**config.mk**
```make
export PLATFORM = sky130hd
export DESIGN_NAME = grid_ctrl_flat
export DESIGN_NICKNAME = d
export VERILOG_FILES = /design/src/rtl/grid_ctrl_if.sv /design/src/rtl/grid_ctrl.sv /design/src/flat_wrapper.sv
export SDC_FILE = /design/constraint.sdc
export NUM_CORES = 1
export LEC_CHECK = 0
export CORE_MARGIN = 5
export CORE_UTILIZATION = 52
export CTS_BUF_LIST = sky130_fd_sc_hd__clkbuf_16
export CTS_CLUSTER_DIAMETER = 40
export DETAILED_ROUTE_END_ITERATION = 8
export PLACE_DENSITY = 0.84
export SETUP_SLACK_MARGIN = 0.1
export SYNTH_ARGS = -nofsm -noshare
export SYNTH_HDL_FRONTEND = slang
export SYNTH_SLANG_ARGS = --single-unit
```
**constraint.sdc**
```tcl
create_clock -name clk -period 3.5 [get_ports clk]
set_clock_uncertainty 0.2 [all_clocks]
set_input_delay 0.875 -clock clk [delete_from_list [all_inputs] [get_ports clk]]
set_output_delay 0.875 -clock clk [all_outputs]
set_load 0.005 [all_outputs]
```
**src/rtl/grid_ctrl_if.sv**
```systemverilog
// Request and mover-operand bundle around grid_ctrl.
// The slave modport is the controller side; the master modport is the requester/mover side.
interface grid_ctrl_if;
    logic       req_valid;
    logic       req_ready;
    logic [1:0] req_dir;
    logic [1:0] req_step;
    logic [3:0] mv_pos;
    logic [1:0] mv_step;
    logic       mv_op;
    logic [3:0] mv_out;

    modport slave (
        input  req_valid, req_dir, req_step, mv_out,
        output req_ready, mv_pos, mv_step, mv_op
    );

    modport master (
        output req_valid, req_dir, req_step, mv_out,
        input  req_ready, mv_pos, mv_step, mv_op
    );
endinterface

```
**src/rtl/grid_ctrl.sv**
```systemverilog
// Cursor X/Y owner: issues one move to the saturating mover, captures its registered result,
// commits it to the selected coordinate, and cross-checks it against a local reference.
module grid_ctrl #(
    parameter logic [3:0] HOME_X = 4'd0,
    parameter logic [3:0] HOME_Y = 4'd0
) (
    input  logic        clk,
    input  logic        rst_n,
    grid_ctrl_if.slave  bus,
    output logic [3:0]  x,
    output logic [3:0]  y,
    output logic        done,
    output logic        sat,
    output logic        err,
    output logic [1:0]  state_dbg
);

    // Handshake: a request transfers on a posedge where req_valid && req_ready; req_ready is
    // high only in IDLE, and req_valid in any other state is ignored.
    typedef enum logic [1:0] {IDLE = 2'd0, ISSUE = 2'd1, CAPTURE = 2'd2} state_t;

    state_t     state_r, state_nxt;
    logic [3:0] x_r, y_r;
    logic [3:0] pos_r;
    logic [1:0] step_r;
    logic       op_r;
    logic       sel_y_r;
    logic [3:0] exp_r;
    logic       sat_exp_r;
    logic       done_r, sat_r, err_r;

    logic       accept;
    logic       commit;
    logic [3:0] sel_pos;
    logic [4:0] sum;
    logic       under;
    logic [3:0] exp_nxt;
    logic       sat_nxt;

    always_comb begin
        state_nxt = state_r;
        accept    = 1'b0;
        commit    = 1'b0;
        case (state_r)
            IDLE: begin
                if (bus.req_valid) begin
                    accept    = 1'b1;
                    state_nxt = ISSUE;
                end
            end
            ISSUE:   state_nxt = CAPTURE;
            CAPTURE: begin
                commit    = 1'b1;
                state_nxt = IDLE;
            end
            default: state_nxt = IDLE;
        endcase
    end

    // Reference result, computed at accept time from the coordinate being moved.
    always_comb begin
        sel_pos = bus.req_dir[1] ? y_r : x_r;
        sum     = {1'b0, sel_pos} + {3'b000, bus.req_step};
        under   = ({2'b00, bus.req_step} > sel_pos);
        exp_nxt = 4'd0;
        sat_nxt = 1'b0;
        if (bus.req_dir[0]) begin
            exp_nxt = under ? 4'd0 : (sel_pos - {2'b00, bus.req_step});
            sat_nxt = under;
        end else begin
            exp_nxt = sum[4] ? 4'd15 : sum[3:0];
            sat_nxt = sum[4];
        end
    end

    always_ff @(posedge clk) begin
        if (!rst_n) begin
            state_r   <= IDLE;
            x_r       <= HOME_X;
            y_r       <= HOME_Y;
            pos_r     <= 4'd0;
            step_r    <= 2'd0;
            op_r      <= 1'b0;
            sel_y_r   <= 1'b0;
            exp_r     <= 4'd0;
            sat_exp_r <= 1'b0;
            done_r    <= 1'b0;
            sat_r     <= 1'b0;
            err_r     <= 1'b0;
        end else begin
            state_r <= state_nxt;
            done_r  <= commit;
            if (accept) begin
                pos_r     <= sel_pos;
                step_r    <= bus.req_step;
                op_r      <= bus.req_dir[0];
                sel_y_r   <= bus.req_dir[1];
                exp_r     <= exp_nxt;
                sat_exp_r <= sat_nxt;
            end
            // The mover's value is committed even when it disagrees with the reference.
            if (commit) begin
                sat_r <= sat_exp_r;
                if (sel_y_r) y_r <= bus.mv_out;
                else         x_r <= bus.mv_out;
                if (bus.mv_out != exp_r) err_r <= 1'b1;
            end
        end
    end

    assign bus.req_ready = (state_r == IDLE);
    assign bus.mv_pos    = pos_r;
    assign bus.mv_step   = step_r;
    assign bus.mv_op     = op_r;
    assign x             = x_r;
    assign y             = y_r;
    assign done          = done_r;
    assign sat           = sat_r;
    assign err           = err_r;
    assign state_dbg     = state_r;

endmodule

```
**src/flat_wrapper.sv**
```systemverilog
// flat-port wrapper written by rule: the top's interface ports become plain ports
module grid_ctrl_flat 
#(
    parameter logic [3:0] HOME_X = 4'd0,
    parameter logic [3:0] HOME_Y = 4'd0
)
  (clk, rst_n, x, y, done, sat, err, state_dbg, bus_req_valid, bus_req_dir, bus_req_step, bus_mv_out, bus_req_ready, bus_mv_pos, bus_mv_step, bus_mv_op);
  grid_ctrl_if bus_i ();
  input  logic clk;
  input  logic rst_n;
  output logic [3:0] x;
  output logic [3:0] y;
  output logic done;
  output logic sat;
  output logic err;
  output logic [1:0] state_dbg;
  input wire logic [$bits(bus_i.req_valid)-1:0] bus_req_valid;
  input wire logic [$bits(bus_i.req_dir)-1:0] bus_req_dir;
  input wire logic [$bits(bus_i.req_step)-1:0] bus_req_step;
  input wire logic [$bits(bus_i.mv_out)-1:0] bus_mv_out;
  output wire logic [$bits(bus_i.req_ready)-1:0] bus_req_ready;
  output wire logic [$bits(bus_i.mv_pos)-1:0] bus_mv_pos;
  output wire logic [$bits(bus_i.mv_step)-1:0] bus_mv_step;
  output wire logic [$bits(bus_i.mv_op)-1:0] bus_mv_op;
  assign bus_i.req_valid = bus_req_valid;
  assign bus_i.req_dir = bus_req_dir;
  assign bus_i.req_step = bus_req_step;
  assign bus_i.mv_out = bus_mv_out;
  assign bus_req_ready = bus_i.req_ready;
  assign bus_mv_pos = bus_i.mv_pos;
  assign bus_mv_step = bus_i.mv_step;
  assign bus_mv_op = bus_i.mv_op;
  grid_ctrl #(.HOME_X(HOME_X), .HOME_Y(HOME_Y)) u_core (.clk(clk), .rst_n(rst_n), .bus(bus_i), .x(x), .y(y), .done(done), .sat(sat), .err(err), .state_dbg(state_dbg));
endmodule
```
== Word level (Yosys, flattened, before mapping) ==
Cells that the tools add are included.

* $add $sub $neg: 2
* Order comparisons: 1
* Equality and inequality tests: 4
* Multiplexer cells: 10
* Bitwise gates (word level): 1
* Reduce and logical (&&, ||, !) cells: 4

{| class="wikitable"
|+ Operators with widths
! kind !! count
|-
| 2-to-1 mux 4 bit || 4
|-
| AND reduction 2 bit || 3
|-
| adder 4 x 2 -> 5 bit || 1
|-
| > comparator 2 x 4 -> 1 bit || 1
|-
| 2-to-1 mux 1 bit || 4
|-
| inequality test 4 bit || 1
|-
| one-hot mux 2 bit (2 select lines) || 1
|-
| subtractor 4 x 2 -> 4 bit || 1
|-
| == test 2 x 1 -> 1 bit (second input constant) || 1
|-
| == test 2 bit (second input constant) || 1
|-
| zero test 2 bit || 1
|-
| 2-to-1 mux 2 bit || 1
|-
| inequality test 2 bit (second input constant) || 1
|-
| inverter 1 bit || 1
|}

* Bits in registers: 26
* Input port bits: 11
* Output and inout bits: 21

== Depth between registers and ports, before layout ==
Gate-level depths: netlist of run 1.

* Depth after elaboration: 4
* Mapped depth: 9
* Gate-level depth less buffers: 8

== Least setup slack after synthesis of run 1 ==
OpenSTA, ideal clock, no wires.

* Path type: input port to flip-flop
* From: input bus_req_dir[1]
* To: register u_core.exp_r[3]
* Library setup time: 0.123 ns
* Data arrival time: 2.393 ns
* Setup slack: 0.783 ns
* Cell stages on the path: 8
* Path through: buf_6 > mux2i_1 > inv_1 > ha_1 > nand2b_1 > and2_1 > a311oi_1 > o41ai_2

* Word-level cells in the longest chain between the ends: 4

{| class="wikitable"
|+ RTL lines
! item !! line !! RTL
|-
| from (decl) || flat_wrapper.sv:18 || <nowiki>input wire logic [$bits(bus_i.req_dir)-1:0] bus_req_dir;</nowiki>
|-
| 2-to-1 mux 4 bit (*) || grid_ctrl.sv:62 || <nowiki>sel_pos = bus.req_dir[1] ? y_r : x_r;</nowiki>
|-
| named net u_core.sel_pos[1] || grid_ctrl.sv:34 || <nowiki>logic [3:0] sel_pos;</nowiki>
|-
| adder 4 x 2 -> 5 bit (tied with other cells) || grid_ctrl.sv:63 || <nowiki>sum = {1'b0, sel_pos} + {3'b000, bus.req_step};</nowiki>
|-
| 2-to-1 mux 4 bit (on tied branches) || grid_ctrl.sv:71, grid_ctrl.sv:68 ||
|-
| 2-to-1 mux 4 bit (*) || grid_ctrl.sv:67 || <nowiki>if (bus.req_dir[0]) begin</nowiki>
|-
| to (signal assigned) || grid_ctrl.sv:98 || <nowiki>exp_r <= exp_nxt;</nowiki>
|-
| to (decl) || grid_ctrl.sv:28 || <nowiki>logic [3:0] exp_r;</nowiki>
|}

The timed path passes the listed nets; every way through them passes the cells marked *.
A chain may end at the register's enable or synchronous reset.

== Worst setup path in the final report of run 1 ==
Ends and elaborated chain as after synthesis.

==> impl_results.md, run 1 <==
- RSZ-0062 raised after global routing: false
- Die ar.: 3577 um^2
- Max-slew headroom: 54.72%
- DRT Pass-1 Iters: 4
- Drt via density: 5.751
- Max VDD drop: 0.3343 mV
- Total vias in the final route: 1179
- Max H-tree Level: 1
- Inserted Diodes: 0
- F_max: 0.3393 GHz
- Pwr Density: 396.1 nW/um^2
- YS warnings: 0
- CTS tree: yes
- Most frequent cells in the layout: clkdlybuf4s50_1 (31), dfxtp_1 (26), nor2_1 (17), nand2_1 (15), a21oi_1 (10)
- Final setup fails: 0
- Post-layout net count: 194
- Sequential power share: 47.5%
- Clock sink count: 26
- Crit path launch type: primary input
- Final period util: 84.20%
- Synth cell types: 36
- # IOs: 32
- DP HPWL: 2.377 mm
- Total Routed Length: 3.297 mm
- Max FO, Critical Path: 4
- CTS root buffer: clkbuf_16
- Hold_buf cts: 0
- Iter 0 DRT Violations: 42
- Initial core utilization: 53.03%
- Final ANT Viol Nets: 0
- Clk buf depth: 2
- Clk pwr share: 37.3%
- Worst Path Class, Setup: in -> reg
- Max Cap Violations: 0
- Horiz. Die Dim: 59.81 um
- Core area: 2432 um^2
- Post-CTS sizing: 0
- Hold_sp: u_core.bus.mv_step[0]$_SDFFE_PN0P_
- Avg Cell Area, Syn: 9.021 um^2
- Endpoints failing hold: 0
- Congestion Overflow GR: 0
- Pin count of the biggest net entering global routing: 23
- CP Launch Point: bus_req_dir[1]
- Die Y: 59.81 um
- Routed len/inst: 16.08 um
- Tot GR Track Use: 19.67%
- Logic pwr share: 15.2%
- # rows: 18
- Vias in the first global route: 1139
- Critical Path RT: 3.42 ns
- Inst Count DP: 202
- Synth-to-Final Area Change: 33.07%
- Latest clock arrival within the worst-skew pair: 0.26 ns
- Initial antenna violation count: 0
- FF-to-FF Start: u_core.y[0]$_SDFFE_PN0P_
- Post-Syn Instances: 143
- Non-filler instance count after layout: 205
- Post-CTS Setup Inserts: 0
- Final min period: 2.947 ns
- Total negative slack: 0 ns
- Worst Hold Class: reg -> reg
- Post-route DRC: 0
- Worst path arrival time: 2.86 ns
- Syn Nets: 160
- Post-synthesis sequential area ratio: 40.35%
- Num CTS Buffers: 3
- Synth Cell Area: 1290 um^2
- Outcome: completed
- Lkg Pwr: 0.6883 nW
- Worst slew pin tran: 0.6784 ns
- Fin. max-slew vios: 0
- First-pass GRT wire length: 5.285 mm
- CP Capture Type: flip-flop
- PortBufs: 31
- GP Congestion: 0.8446
- P_sw: 162.9 uW
- Filler cell count: 207
- Clk slew on worst S/H paths: 0.07 ns
- Power Internal: 517.1 uW
- Share of post-route cells with drive strength above 1: 8.000%
- #FFs+latches synth: 26
- Most common cell after layout, fill and taps aside: clkdlybuf4s50_1
- Sw Share: 23.95%
-- state kept, by name, summed over array words and instances (netlist names) --
register,count
u_core.bus.mv_pos,4
u_core.exp_r,4
u_core.x,4
u_core.y,4
u_core.bus.mv_step,2
u_core.state_dbg,2
u_core.bus.mv_op,1
u_core.done,1
u_core.err,1
u_core.sat,1
u_core.sat_exp_r,1
u_core.sel_y_r,1
-- power by group through the flow --
stage	clock network [mW]	registers (mW)	logic, mW
3_5_place_dp	0	0.329	0.103
3_3_place_gp	0	0.328	0.0992
4_1_cts	0.256	0.322	0.104
5_1_grt	0.274	0.324	0.112
6_report	0.254	0.323	0.103
2_1_floorplan	0	0.327	0.0532
-- cell usage after synthesis --
cell / n / area [um^2]
a211oi_1: 4 / 30.03
a21o_1: 1 / 7.510
a21oi_1: 10 / 50.05
a311oi_1: 1 / 8.760
a31oi_1: 3 / 18.77
a41oi_1: 1 / 8.760
and2_1: 1 / 6.260
and3_2: 1 / 7.510
buf_2: 1 / 5.000
buf_6: 1 / 11.26
clkbuf_1: 4 / 15.01
dfxtp_1: 26 / 520.5
fa_1: 2 / 40.04
ha_1: 4 / 50.05
inv_1: 7 / 26.28
mux2_4: 1 / 15.01
mux2i_1: 9 / 90.09
mux2i_4: 1 / 22.52
nand2_1: 15 / 56.30
nand2b_1: 3 / 18.77
nand3_1: 3 / 15.01
nand3b_1: 2 / 15.01
nand4_1: 1 / 6.260
nor2_1: 17 / 63.81
nor2b_1: 1 / 6.260
nor3_1: 1 / 5.000
nor3b_1: 3 / 22.52
o2111a_1: 1 / 11.26
o21a_1: 1 / 7.510
o21ai_0: 8 / 40.04
o21bai_1: 1 / 7.510
o21bai_2: 1 / 11.26
o221a_2: 1 / 11.26
o31ai_1: 1 / 7.510
o41ai_2: 1 / 16.27
xnor2_1: 4 / 35.03
-- kinds of logic (layout without fill, tap and decap cells) --
family	Yosys count	count (layout)	synth area share, %
XOR/XNOR	4	4	2.716
AO/OA/AOI/OAI	35	35	18.33
AND/OR/NAND/NOR	48	48	17.26
adder cells (fa/ha/maj)	6	6	6.984
multiplexers	11	11	9.893
flip-flops	26	26	40.35
buffers and inverters	13	45	4.461
-- path summary, 6_finish.rpt --
check	slack (ns)	cells past startpoint	to
max	0.55	8	u_core.exp_r[3]$_SDFFE_PN0P_
min	0.26	2	u_core.bus.mv_step[0]$_SDFFE_PN0P_
max reg2reg	1.43	6	u_core.exp_r[3]$_SDFFE_PN0P_
min reg2reg	0.26	2	u_core.bus.mv_step[0]$_SDFFE_PN0P_
-- critical path: stages --
cell             delay (ns)
clkdlybuf4s50_1        0.58
mux2i_1                0.31
inv_1                  0.10
ha_1                   0.31
nand2b_1               0.08
and2_1                 0.17
a311oi_1               0.32
o41ai_2                0.12
-- stage by stage --
| step | total power [mW] | util [%] | cell area (um^2) | worst slack, ns | hold slack [ns] |
|---|---|---|---|---|---|
| after CTS | 0.6824 | 70.58 | 1717 | 0.5529 | 0.2635 |
| after detailed placement | 0.4311 | 67.49 | 1642 | 0.3084 | 0.2512 |
| after global placement | 0.4270 | 67.49 | 1642 | 0.3900 | 0.2477 |
| final | 0.6799 | 70.58 | 1717 | 0.5531 | 0.2582 |
| after floorplan | 0.3803 | - | 1290 | 0.7831 | 0.2527 |
| after global routing | 0.7106 | 70.58 | 1717 | 0.3341 | 0.2770 |
-- layout make-up --
type / count / area (um^2) / area share, %
multi-input cells: 104 / 716.9 / 41.76
flip-flops and latches: 26 / 520.5 / 30.32
inverters: 7 / 26.28 / 1.531
clock buffers: 3 / 75.07 / 4.373
well taps: 30 / 37.54 / 2.187
repair buffers: 35 / 340.3 / 19.83
-- routing by layer --
metal  part of all wire (%)  GRT usage [%]
met1                     42          23.67
met2                     50          34.88
met3                    6.4          3.672
met4                    1.4          6.329
met5                      0              0
Power figures use the tool's default switching activity.
==> inputs of run 2 (changes only) <==
CORE_ASPECT_RATIO = 0.5   (was unset)
CORE_UTILIZATION = 43   (was 52)
PLACE_DENSITY = 0.74   (was 0.84)
clock period = 2.5 ns   (was 3.5 ns; I/O delays follow)
==> run 2 against run 1 <==
Setup slack worse by 0.38 ns. Core utilization is 8.2 points lower. Combinational power is 50% higher. First-iteration DRC count is 19% lower. Clock-buffer cell count stayed put. Wire length is 3.1% lower. Critical path type unchanged. Highest routed layer unchanged. Critical endpoint is now u_core.exp_r[1]$_SDFFE_PN0P_. Largest power group is now the clock network.
==> impl_results.md, run 2 (synthesis results as in run 1) <==
- Hold_buf cts: 0
- Final hold slack: 0.2546 ns
- Post-route DRC: 0
- Worst Hold Class: reg -> reg
- Most common cell after layout, fill and taps aside: clkdlybuf4s50_1
- Initial core utilization: 43.84%
- Horiz. Die Dim: 87.46 um
- Share of post-route cells with drive strength above 1: 14.67%
- CP Capture Type: flip-flop
- FF-to-FF End: u_core.exp_r[1]$_SDFFE_PN0P_
- Endpoints failing hold: 0
- Worst Path Class, Setup: in -> reg
- CTS root buffer: clkbuf_16
- Pwr Density: 583.8 nW/um^2
- Fin. max-slew vios: 0
- Outcome: completed
- Initial antenna violation count: 0
- Routed len/inst: 14.26 um
- Clk buf depth: 2
- Setup WS pre-CTS: -0.4537 ns
- FF-to-FF Start: u_core.y[0]$_SDFFE_PN0P_
- DRT Pass-1 Iters: 4
- Final min period: 2.329 ns
- Pin count of the biggest net entering global routing: 20
- Max VDD drop: 0.3232 mV
- Tot GR Track Use: 15.64%
- Congestion Overflow GR: 0
- Crit path launch type: primary input
- Max Cap Violations: 0
- Latest clock arrival within the worst-skew pair: 0.26 ns
- Non-filler instance count after layout: 224
- Post-layout net count: 202
- DP HPWL: 2.422 mm
- Worst path arrival time: 2.33 ns
- Most frequent cells in the layout: clkdlybuf4s50_1 (30), dfxtp_1 (26), nor2_1 (17), nand2_1 (15), buf_4 (11)
- Synth-to-Final Area Change: 42.39%
- GP Congestion: 0.8483
- Core area: 2943 um^2
- PortBufs: 31
- F_max: 0.4294 GHz
- Clock sink count: 26
- RSZ-0062 raised after global routing: false
- Critical Path RT: 2.51 ns
- Pwr Total: 1.072 mW
- First-pass GRT wire length: 5.223 mm
- Die Y: 48.73 um
- # IOs: 32
- Hold Path Sink: u_core.bus.mv_step[0]$_SDFFE_PN0P_
- Total Routed Length: 3.195 mm
- R2R depth: 6
- Inserted Diodes: 0
- Final setup fails: 0
- Reg-to-reg slack, setup: 0.49 ns
- Final ANT Viol Nets: 0
- Max H-tree Level: 1
- PnR worst setup slack: 0.1710 ns
- # rows: 14
- Final period util: 93.16%
- Max-slew headroom: 70.70%
- Vias in the first global route: 1063
- Cells on Worst Hold Path: 2
- CTS tree: yes
- Max FO, Critical Path: 4
- Inst Count DP: 220
- Worst slew pin tran: 0.4376 ns
- Die ar.: 4262 um^2
- Clk slew on worst S/H paths: 0.07 ns
- Hold_sp: u_core.bus.mv_step[0]$_SDFFE_PN0P_
- Num CTS Buffers: 3
- Drt via density: 5.125
- Total vias in the final route: 1148
- Iter 0 DRT Violations: 34
- Lkg Pwr: 0.7387 nW
-- run 2: final cells by class --
class                   count  area (um^2)
clock inverters             1        30.03
clock buffers               3        75.07
well taps                  40        50.05
multi-input cells         104        726.9
inverters                   7        26.28
repair buffers             43        407.9
flip-flops and latches     26        520.5
fillers                   247         1106
-- run 2: what timing repair did --
action / CTS / global route
buffers inserted: 0 / 0
setup endpoints to repair: 5 / 5
gates resized for setup: 3 / 2
-- run 2: report_power, final --
part           internal [mW]  leakage [nW]  switching (mW)
combinational         0.0837         0.475          0.0699
sequential             0.435         0.212          0.0153
clock                  0.319        0.0511           0.150
-- run 2: worst max-delay path, stage by stage --
cell and delay [ns]:
clkdlybuf4s50_1 0.46, ha_1 0.25, fa_1 0.44, o21a_1 0.16
o21bai_1 0.19, o2111a_1 0.21
-- run 2: how the worst max path moves through the flow --
stage,slack (ns),from,to
6_report,0.17,bus_req_step[0],u_core.exp_r[1]$_SDFFE_PN0P_
5_1_grt,0.10,bus_req_step[0],u_core.exp_r[3]$_SDFFE_PN0P_
4_1_cts,0.11,bus_req_dir[1],u_core.exp_r[0]$_SDFFE_PN0P_
3_5_place_dp,-0.45,bus_req_dir[1],u_core.exp_r[0]$_SDFFE_PN0P_
3_3_place_gp,-0.42,bus_req_dir[1],u_core.exp_r[0]$_SDFFE_PN0P_
2_1_floorplan,0.11,bus_req_dir[1],u_core.exp_r[3]$_SDFFE_PN0P_
-- run 2: stage by stage --
step | TNS (ns) | area, um^2 | utilization, %
global placement | -1.863 | 1730 | 58.80
finish | 0 | 1837 | 62.42
global route | 0 | 1837 | 62.42
floorplan | 0 | 1294 | -
detailed placement | -1.990 | 1730 | 58.80
CTS | 0 | 1839 | 62.50
-- run 2: per-layer routing --
metal | up-vias | part of all wire, % | track usage, %
met3 | 4 | 4.0 | 3.051
met5 | - | 0 | 0
met4 | 0 | 1.2 | 4.592
met2 | 27 | 44 | 23.25
li1 | 584 | - | -
met1 | 533 | 50 | 22.69
==> inputs of run 3 (changes only) <==
clock period = 2.1 ns   (was 2.5 ns; I/O delays follow)
==> run 3 against run 2 <==
Combinational power increased by 36%. Sequential power is 20% higher. Global-route usage grew 1.7 points. Critical path depth is 4 higher. Largest power group unchanged.
==> impl_results.md, run 3 (synthesis results as in run 1) <==
- Final min period: 2.050 ns
- First-pass GRT wire length: 5.720 mm
- Share of post-route cells with drive strength above 1: 26.70%
- Multi-input combinational cell area: 794.5 um^2
- Clk buf depth: 2
- Initial core utilization: 43.84%
- Clock sink count: 26
- F_max: 0.4878 GHz
- R2R depth: 9
- Max Cap Violations: 0
- Most Frequent Cell on Critical Path: inv_2
- Lkg Pwr: 0.8064 nW
- Iter 0 DRT Violations: 84
- Cell family contributing the most delay on the critical path: adder cells
- Worst Hold Class: reg -> reg
- Final period util: 97.62%
- Inst Count DP: 224
- Congestion Overflow GR: 0
- CP Capture Type: flip-flop
- Reg-to-reg slack, setup: 0.07 ns
- Endpoints failing hold: 0
- Routed len/inst: 15.27 um
- Synth-to-Final Area Change: 55.00%
- Pin count of the biggest net entering global routing: 16
- Non-filler instance count after layout: 231
- Worst Path Class, Setup: in -> reg
- Post-layout net count: 209
- # IOs: 32
- Tot GR Track Use: 17.35%
- Die ar.: 4262 um^2
- DP HPWL: 2.499 mm
- Hold Path Sink: u_core.bus.mv_step[1]$_SDFFE_PN0P_
- Most utilized layer in the global route result: met2
- Max H-tree Level: 1
- Met2 Use GR: 27.63%
- CP max stage cell: fa_2
- GRT met1 Usage: 23.64%
- # rows: 14
- Most frequent cells in the layout: clkdlybuf4s50_1 (27), dfxtp_1 (20), buf_4 (16), nand2_1 (15), nor2_1 (15)
- GP Congestion: 0.7948
- Total negative slack: 0 ns
- Met3 Use GR: 3.559%
- Cells on Worst Hold Path: 2
- Num CTS Buffers: 3
- Final ANT Viol Nets: 0
- Biggest cell delay along the critical path: 0.37 ns
- CP Buf/Inv Count: 4
- DRT Pass-1 Iters: 4
- Hold_sp: u_core.bus.mv_step[1]$_SDFFE_PN0P_
- Initial antenna violation count: 0
- Pwr Density: 650.4 nW/um^2
- Worst slew pin tran: 0.3640 ns
- Core area: 2943 um^2
- Die Y: 48.73 um
- Vias in the first global route: 1146
- Latest clock arrival within the worst-skew pair: 0.26 ns
- CP Cell Sequence: buf_8 > mux2i_1 > buf_4 > inv_2 > ha_4 > inv_2 > fa_2 > a21o_1 > nand2b_4 > a31oi_1
- Critical Path RT: 2.09 ns
- Max VDD drop: 0.3583 mV
- CP Launch Point: bus_req_dir[1]
- Post-route DRC: 0
- Final hold slack: 0.2568 ns
- Drt via density: 5.208
- Register area: 528.0 um^2
- Crit path depth: 10
- Outcome: completed
- Total vias in the final route: 1203
- Total Routed Length: 3.528 mm
- Pwr Total: 1.301 mW
- Horiz. Die Dim: 87.46 um
- PortBufs: 31
- Clk slew on worst S/H paths: 0.07 ns
- Crit path launch type: primary input
- CTS tree: yes
- Max FO, Critical Path: 4
- Worst path arrival time: 2.04 ns
- FF-to-FF End: u_core.sat_exp_r$_SDFFE_PN0P_
- Filler cell count: 219
- RSZ-0062 raised after global routing: true
- Fin. max-slew vios: 0
- Max-slew headroom: 75.71%
- FF-to-FF Start: u_core.x[0]$_SDFFE_PN0P_
- Inserted Diodes: 0
- CTS root buffer: clkbuf_16
- Most common cell after layout, fill and taps aside: clkdlybuf4s50_1
- Hold_buf cts: 0
- Final setup fails: 0
[run 3: repair_timing]
| action | in CTS | in global routing |
|---|---|---|
| pin swaps | 11 | 4 |
| gates resized for setup | 20 | 8 |
| setup endpoints to repair | 6 | 9 |
| setup buffers | 2 | 1 |
| cloned | 0 | 0 |
[run 3: layout make-up]
| type | instances | area share [%] |
|---|---|---|
| Inverter | 7 | 1.314 |
| Timing Repair Buffer | 50 | 24.78 |
| Clock buffer | 3 | 3.755 |
| Multi-Input combinational cell | 104 | 39.74 |
| Clock inverter | 1 | 1.502 |
| Tap cell | 40 | 2.503 |
| Sequential cell | 26 | 26.41 |
[run 3: metal layers]
metal,vias up,share of wire [%]
met2,33,47
met3,2,5.7
met5,-,0
met1,574,47
met4,0,0.65
li1,594,-
[run 3: per-stage QoR]
stage          cell area (um^2)  utilization (%)  setup slack (ns)
2_1_floorplan              1325                -          -0.07487
3_3_place_gp               1795            61.01           -0.6932
3_5_place_dp               1795            61.01           -0.7115
4_1_cts                    1967            66.84           0.04289
5_1_grt                    1999            67.94          -0.01081
6_report                   1999            67.94           0.04993
[run 3: worst max path at each step]
| stage | to | slack [ns] |
|---|---|---|
| 6_report | u_core.sat_exp_r$_SDFFE_PN0P_ | 0.05 |
| 5_1_grt | u_core.sat_exp_r$_SDFFE_PN0P_ | -0.01 |
| 4_1_cts | u_core.exp_r[3]$_SDFFE_PN0P_ | 0.04 |
| 3_5_place_dp | u_core.exp_r[0]$_SDFFE_PN0P_ | -0.71 |
| 3_3_place_gp | u_core.exp_r[0]$_SDFFE_PN0P_ | -0.69 |
| 2_1_floorplan | u_core.exp_r[3]$_SDFFE_PN0P_ | -0.07 |
[run 3: worst reg2reg max path, stage by stage, from the launching register on]
cell and delay (ns):
dfxtp_1 0.37, mux2i_1 0.09, buf_4 0.17, inv_2 0.07, ha_4 0.13, inv_2 0.04, fa_2 0.37, a21o_1 0.22
nand2b_4 0.15, a31oi_1 0.15
[run 3: power breakdown]
group	switching (mW)	internal [mW]
Combinational	0.0927	0.117
Clock	0.174	0.379
Sequential	0.0194	0.518
